`src/rtl/regfile_bypass_if.sv`:
```
// Bus bundle for regfile_bypass: write port, two read indices, capture strobe
// and the registered/combinational operand outputs.
interface regfile_bypass_if #(
    parameter int DATA_WIDTH = 32,
    parameter int ADDR_WIDTH = 5
) ();

    logic                  RegWrite;
    logic [ADDR_WIDTH-1:0] WriteReg;
    logic [DATA_WIDTH-1:0] WriteData;
    logic [ADDR_WIDTH-1:0] ReadReg1;
    logic [ADDR_WIDTH-1:0] ReadReg2;
    logic                  LatchAB;
    logic [DATA_WIDTH-1:0] DataRegA;
    logic [DATA_WIDTH-1:0] DataRegB;
    logic [DATA_WIDTH-1:0] Register2FastTrack;
    logic                  ABValid;

    modport master (
        output RegWrite, WriteReg, WriteData, ReadReg1, ReadReg2, LatchAB,
        input  DataRegA, DataRegB, Register2FastTrack, ABValid
    );

    modport slave (
        input  RegWrite, WriteReg, WriteData, ReadReg1, ReadReg2, LatchAB,
        output DataRegA, DataRegB, Register2FastTrack, ABValid
    );

endinterface

```
`src/rtl/regfile_bypass.sv`:
```
// Two-read/one-write register file with write-through bypass, latched operand
// registers A/B and a same-cycle bypassed read of port 2. Entry 0 reads as zero.
module regfile_bypass #(
    parameter int DATA_WIDTH = 32,
    parameter int ADDR_WIDTH = 5
) (
    input  logic              clk,
    input  logic              rst_n,
    regfile_bypass_if.slave   bus
);

    localparam int DEPTH = 1 << ADDR_WIDTH;

    logic [DATA_WIDTH-1:0] regs_q [DEPTH];
    logic [DATA_WIDTH-1:0] regs_d [DEPTH];
    logic [DATA_WIDTH-1:0] data_reg_a_q, data_reg_a_d;
    logic [DATA_WIDTH-1:0] data_reg_b_q, data_reg_b_d;
    logic                  ab_valid_q, ab_valid_d;
    logic [DATA_WIDTH-1:0] byp_a;
    logic [DATA_WIDTH-1:0] byp_b;
    logic                  write_en;

    // Index 0 is never written, so regs_q[0] stays at its reset value of zero.
    assign write_en = bus.RegWrite && (bus.WriteReg != '0);

    always_comb begin
        byp_a = regs_q[bus.ReadReg1];
        if (bus.ReadReg1 == '0) begin
            byp_a = '0;
        end else if (bus.RegWrite && (bus.WriteReg == bus.ReadReg1)) begin
            byp_a = bus.WriteData;
        end
    end

    always_comb begin
        byp_b = regs_q[bus.ReadReg2];
        if (bus.ReadReg2 == '0) begin
            byp_b = '0;
        end else if (bus.RegWrite && (bus.WriteReg == bus.ReadReg2)) begin
            byp_b = bus.WriteData;
        end
    end

    always_comb begin
        for (int i = 0; i < DEPTH; i++) begin
            regs_d[i] = regs_q[i];
        end
        if (write_en) begin
            regs_d[bus.WriteReg] = bus.WriteData;
        end
    end

    // Capture uses the bypassed values so a same-cycle write is seen immediately.
    always_comb begin
        data_reg_a_d = data_reg_a_q;
        data_reg_b_d = data_reg_b_q;
        ab_valid_d   = ab_valid_q;
        if (bus.LatchAB) begin
            data_reg_a_d = byp_a;
            data_reg_b_d = byp_b;
            ab_valid_d   = 1'b1;
        end
    end

    always_ff @(posedge clk) begin
        if (!rst_n) begin
            for (int i = 0; i < DEPTH; i++) begin
                regs_q[i] <= '0;
            end
            data_reg_a_q <= '0;
            data_reg_b_q <= '0;
            ab_valid_q   <= 1'b0;
        end else begin
            for (int i = 0; i < DEPTH; i++) begin
                regs_q[i] <= regs_d[i];
            end
            data_reg_a_q <= data_reg_a_d;
            data_reg_b_q <= data_reg_b_d;
            ab_valid_q   <= ab_valid_d;
        end
    end

    assign bus.DataRegA           = data_reg_a_q;
    assign bus.DataRegB           = data_reg_b_q;
    assign bus.ABValid            = ab_valid_q;
    assign bus.Register2FastTrack = rst_n ? byp_b : '0;

endmodule

```
`src/flat_wrapper.sv`:
```
// flat-port wrapper written by rule: the top's interface ports become plain ports
module regfile_bypass_flat 
#(
    parameter int DATA_WIDTH = 32,
    parameter int ADDR_WIDTH = 5
)
  (clk, rst_n, bus_RegWrite, bus_WriteReg, bus_WriteData, bus_ReadReg1, bus_ReadReg2, bus_LatchAB, bus_DataRegA, bus_DataRegB, bus_Register2FastTrack, bus_ABValid);
  regfile_bypass_if #(.DATA_WIDTH(DATA_WIDTH), .ADDR_WIDTH(ADDR_WIDTH)) bus_i ();
  input  logic clk;
  input  logic rst_n;
  input wire logic [$bits(bus_i.RegWrite)-1:0] bus_RegWrite;
  input wire logic [$bits(bus_i.WriteReg)-1:0] bus_WriteReg;
  input wire logic [$bits(bus_i.WriteData)-1:0] bus_WriteData;
  input wire logic [$bits(bus_i.ReadReg1)-1:0] bus_ReadReg1;
  input wire logic [$bits(bus_i.ReadReg2)-1:0] bus_ReadReg2;
  input wire logic [$bits(bus_i.LatchAB)-1:0] bus_LatchAB;
  output wire logic [$bits(bus_i.DataRegA)-1:0] bus_DataRegA;
  output wire logic [$bits(bus_i.DataRegB)-1:0] bus_DataRegB;
  output wire logic [$bits(bus_i.Register2FastTrack)-1:0] bus_Register2FastTrack;
  output wire logic [$bits(bus_i.ABValid)-1:0] bus_ABValid;
  assign bus_i.RegWrite = bus_RegWrite;
  assign bus_i.WriteReg = bus_WriteReg;
  assign bus_i.WriteData = bus_WriteData;
  assign bus_i.ReadReg1 = bus_ReadReg1;
  assign bus_i.ReadReg2 = bus_ReadReg2;
  assign bus_i.LatchAB = bus_LatchAB;
  assign bus_DataRegA = bus_i.DataRegA;
  assign bus_DataRegB = bus_i.DataRegB;
  assign bus_Register2FastTrack = bus_i.Register2FastTrack;
  assign bus_ABValid = bus_i.ABValid;
  regfile_bypass #(.DATA_WIDTH(DATA_WIDTH), .ADDR_WIDTH(ADDR_WIDTH)) u_core (.clk(clk), .rst_n(rst_n), .bus(bus_i));
endmodule
```
`config.mk`:
```
export PLATFORM = sky130hd
export DESIGN_NAME = regfile_bypass_flat
export DESIGN_NICKNAME = d
export VERILOG_FILES = /design/src/rtl/regfile_bypass_if.sv /design/src/rtl/regfile_bypass.sv /design/src/flat_wrapper.sv
export SDC_FILE = /design/constraint.sdc
export NUM_CORES = 2
export LEC_CHECK = 0
export ABC_AREA = 1
export ABC_CLOCK_PERIOD_IN_PS = 2400
export CAP_MARGIN = 20
export CORE_MARGIN = 2
export CORE_UTILIZATION = 60
export CTS_BUF_LIST = sky130_fd_sc_hd__clkbuf_4
export DETAILED_ROUTE_END_ITERATION = 8
export PLACE_DENSITY = 0.78
export SLEW_MARGIN = 10
export SYNTH_ARGS = -nofsm -noshare
export SYNTH_HDL_FRONTEND = slang
export SYNTH_SLANG_ARGS = --single-unit
```
`constraint.sdc`:
```
create_clock -name clk -period 2.4 [get_ports clk]
set_input_delay 0.24 -clock clk [delete_from_list [all_inputs] [get_ports clk]]
set_output_delay 0.24 -clock clk [all_outputs]
set_load 0.02 [all_outputs]
```
* Word level (Yosys, flattened, before mapping)
Memories as Yosys holds them, arrays and structs flattened.
Index checks and enable logic that the tools add are counted.
** Word-level totals
- Flip-flop bits (word level) :: 65
- RAM bits :: 1024
- Output and inout port bits :: 97
- Logic and storage cells :: 91
- Memories :: 1
** Memories
- u_core.regs_q :: words 32, width 32, rd ports 34, clocked after Yosys merged registers in 0, write ports 32, line regfile_bypass.sv:14 : logic [DATA_WIDTH-1:0] regs_q [DEPTH];
** Cells by class
- Magnitude comparators :: 2
- Eq/ne operators :: 2
- Mux-type cells :: 43
- Bitwise logic cells :: 33
- Reductions and logical operators :: 7
** Operator list (number)
- $mux 32 :: 38
- $bwmux 1024 :: 1
- $mux 1024 :: 1
- $demux 32 s5 :: 1
- $or 1x1->1 :: 32
- $eq 5x5->1 :: 2
- $logic_not 5->1 :: 2
- $ge 6x6->1 const B :: 1
- $lt 6x1->1 const B :: 1
- $not 5->6 :: 1
- $reduce_bool 5->1 :: 1
- $logic_and 1x1->1 :: 4
- $mux 1 :: 2

* Depth between registers and ports, before layout
- Depth after elaboration :: 8
- Depth in mapped cells :: 14
- Gate-level depth less buffers :: 11

* Worst setup path before layout
No wires, ideal clock.
- Kind :: input to output
- Start point :: in bus_ReadReg2[0]
- End point :: out bus_Register2FastTrack[17]
- Arrival :: 1.574 ns
- Data required time :: 2.160 ns
- Slack :: 0.586 ns
- Stages on the path :: 13
- Buffers on the path :: 4
- Cell sequence :: buf_6 buf_6 buf_6 buf_6 nand2_1 o211ai_1 nand3_1 nand2_1 nor2_1 nand2_1 nand3_1 nand2_1 nor2_1
** Between the ends
- Word-level cells in the longest chain between the ends :: 5
- Elaborated cells between the ends (all ways) :: 7
- Classes of those cells :: eq/ne: 1; mux: 3; reduce/logical: 2; memory: 1
** RTL lines
- start, declared :: line flat_wrapper.sv:15 : input wire logic [$bits(bus_i.ReadReg2)-1:0] bus_ReadReg2;
- branches (longest 3 deep; another with $mem_v2 32x32)
- $mux 32 (*) :: line regfile_bypass.sv:37 : if (bus.ReadReg2 == '0) begin
- $mux 32 (*) :: line regfile_bypass.sv:86 : assign bus.Register2FastTrack = rst_n ? byp_b : '0;
- end, declared :: line flat_wrapper.sv:19 : output wire logic [$bits(bus_i.Register2FastTrack)-1:0] bus_Register2FastTrack;
Mark *: on every way between the ends.

==> results.toml <==
[run_status]
status = "finished with violations"
violations = "design-rule violations, negative setup slack"

[setup_path]
critPathArrivalTime_ns = 2.80
cp-end-kind = "output port"
cp-start-kind = "flop"
startpoint = "u_core.regs_q[29][2]"
critPathRequiredTime_ns = 2.16
worstPathMaxFanout = 2
r2r-start = "u_core.regs_q[10][18]"
crit_type = "reg -> out"

[power]
static-leakage-power_nw = 30.1
ir_drop_mv = 0.447
pwr_density_cell_nw_per_um2 = 610

[cells_and_area]
layout.nets = 9641
fillers = 8255
area_growth_pct = 19.4
layout.area.seq_sq_um = 22000
drive_gt1_share_pct = 18.4
multi_input_area_sq_um = 32700
finish.cell_count_without_fillers = 11093

[route]
ant_nets = 0
drc = 4
drt_first_pass_iters = 9
initialDrtViolationCount = 12196
wire_per_inst_microns = 23.0
routed_via_density = 6.28
wl_microns = 255000
vias = 69660

[grt]
grt_pass1_wl_microns = 378000
grt_max_degree = 182
grt-ovfl-total = 0
track_usage_pct = 48.4
antenna_found_initial = 17
grt_pass1_vias = 63325

[clocking]
cts.sinks = 1089
numCtsBuffers = 313
cts_tree = "done"
cts_htree_levels = 5
path_clk_slew_ns = 0.07
clockRootBuffer = "clkbuf_4"
clk_latency_ns = 1.27
clockBufferDepth = 4

[floorplanning]
die_height_microns = 318
die_w_microns = 318
fp-row-count = 115
die-area_sq_um = 101000
core_sq_um = 98000
pin_count = 148
initial_core_util_pct = 60.2

[synthesis]
ys_ff_latch = 1089
synth_area_per_cell_sq_um = 6.28
syn_inst = 9400
syn_nets = 9451
ys_types = 30
syn_area_sq_um = 59000
synth_largest_area_cell = "dfxtp_1"
synth_top_area_share_pct = 37.0
ys_top_cells_by_area = "dfxtp_1, nand2_1, o21ai_0, a21oi_1, nor2_1"
yosys_warnings = 0
yosysSeqAreaShare_pct = 37.0

[timing]
finalCritPeriodShare_pct = 127
skew_ns = 0.0933
drv_slew = 0
hold_violations = 0
setup_tns_ns = -17.63
setup_viol = 33
fmax_mhz = 329
worst_slew_pin_slew_ns = 1.03
rsz0062_at_grt = "yes"
whs_ns = 0.0404
relSlewSlack_pct = 31.5
fin_crit_ns = 3.04
layout_setup_ws_ns = -0.639

[worst_hold_path]
min_from = "bus_ReadReg2[3]"
min_path_type = "in -> reg"

[place]
placedCellCount = 10424
gp_congestion = 0.986
hpwl_microns = 152000
portBuffers = 147

[run]
drv_cap = 0
-- routing by layer --
layer  global-route usage [%]  vias to the layer above  wire (microns)
met5                     1.28                        -             283
met4                     37.6                       10           23300
met3                     14.8                     1423           39700
met2                     69.7                     5718          103000
met1                     60.1                    31320           89200
li1                         -                    31189               -
-- report_power, final --
group,internal [W],switching [W]
sequential,0.0184,0.000164
combinational,0.00243,0.00495
clock,0.00872,0.00833
total,0.0295,0.0134
-- final cells by class --
class                      instances  share of cell area, %
multi-input combinational       6748                   46.4
sequential                      1089                   31.2
timing repair buffer             727                   11.0
clock buffer                     456                   4.86
inverter                         711                   3.82
tap                             1287                   2.29
clock inverter                    56                  0.341
antenna                           19                 0.0675
-- flip-flops by register name, summed over array words and instances (netlist names) --
name                 cells
u_core.bus.DataRegA     32
u_core.bus.DataRegB     32
u_core.regs_q         1024
u_core.bus.ABValid       1
-- cells by family after synthesis --
kind of cell	synth area share (%)
simple gates	29.7
flops	37.0
compound gates	22.2
buf+inv	11.2
-- per-stage QoR --
stage          util [%]  worst slack (ns)  cell area, sq um  total power [W]
6_report           71.9            -0.639             70500           0.0430
5_1_grt            71.9            -0.686             70400           0.0442
4_1_cts            70.9            -0.585             69400           0.0423
3_5_place_dp       64.8            -0.698             63500           0.0253
3_3_place_gp       64.8            -0.722             63500           0.0252
2_1_floorplan         -             0.586             59000           0.0226
-- critical path, stage by stage (launching register included) --
cell     delay (ns)
dfxtp_2        0.32
inv_2          0.05
a21oi_1        0.05
o21ai_1        0.09
nand3_1        0.12
nand2_1        0.11
nand2_1        0.06
nand2_2        0.22
nand3_2        0.12
buf_6          0.15
nand2_4        0.07
nor2_4         0.04
buf_6          0.16
-- Yosys cell counts (all sizes together) --
master / count
a21boi: 1
nand2: 2039
nand3: 904
nor2: 1257
o211ai: 264
nor3: 10
nand4: 1
o22ai: 7
a211oi: 8
or2: 56
inv: 711
buf: 336
o21ai: 1263
clkbuf: 516
a21oi: 938
dfxtp: 1089
-- cells in the final DEF (no fill, tap or decap), types with 2 or more instances in the layout --
master           synthesis  routed
or2_2                   56      11
nand3_1                899     669
nor3_2                   7       6
inv_8                    0       3
nand3_2                  1     214
a21oi_2                  1       7
a21oi_1                937     931
nor2_4                  12      19
a211oi_1                 8       6
o22ai_1                  7       7
buf_12                   0     153
buf_8                    2       4
dlygate4sd3_1            0      49
buf_2                  210       3
clkdlybuf4s50_1          0      38
o21ai_1                 56     107
nor2_1                1238    1211
dfxtp_2                  0     161
inv_2                   46     114
a211oi_2                 0       2
nor2_2                   7      27
diode_2                  0      19
clkinv_2                 0       4
nand3_4                  4      21
dlygate4sd2_1            0      65
o21ai_0               1207    1146
buf_6                   37      18
inv_1                  664     602
dfxtp_1               1089     928
clkinv_1                 0      42
nand2_2                  0      86
nor3_1                   3       3
o211ai_1               264     264
buf_4                   39     396
nand2_1               2039    1917
or2_4                    0      45
nand2_4                  0      35
o21ai_2                  0      10
clkbuf_4                 0     456
-- final timing paths --
| kind | end | slack [ns] | cells after the start |
|---|---|---|---|
| setup / recovery | bus_Register2FastTrack[2] | -0.64 | 12 |
| hold / removal | u_core.bus.DataRegB[7] | 0.04 | 9 |
| setup reg to reg | u_core.bus.DataRegB[18] | -0.52 | 23 |
| hold reg to reg | u_core.regs_q[0][30] | 0.43 | 2 |
-- what timing repair did --
item	in CTS	in global routing
gates resized for setup	651	366
pin swaps	187	184
endpoints found under the setup margin	97	36
endpoints found under the hold margin	1081	2
cloned	0	0
hold buffers	47	2
buffers inserted	94	20
(Power assumes the default switching activity.)
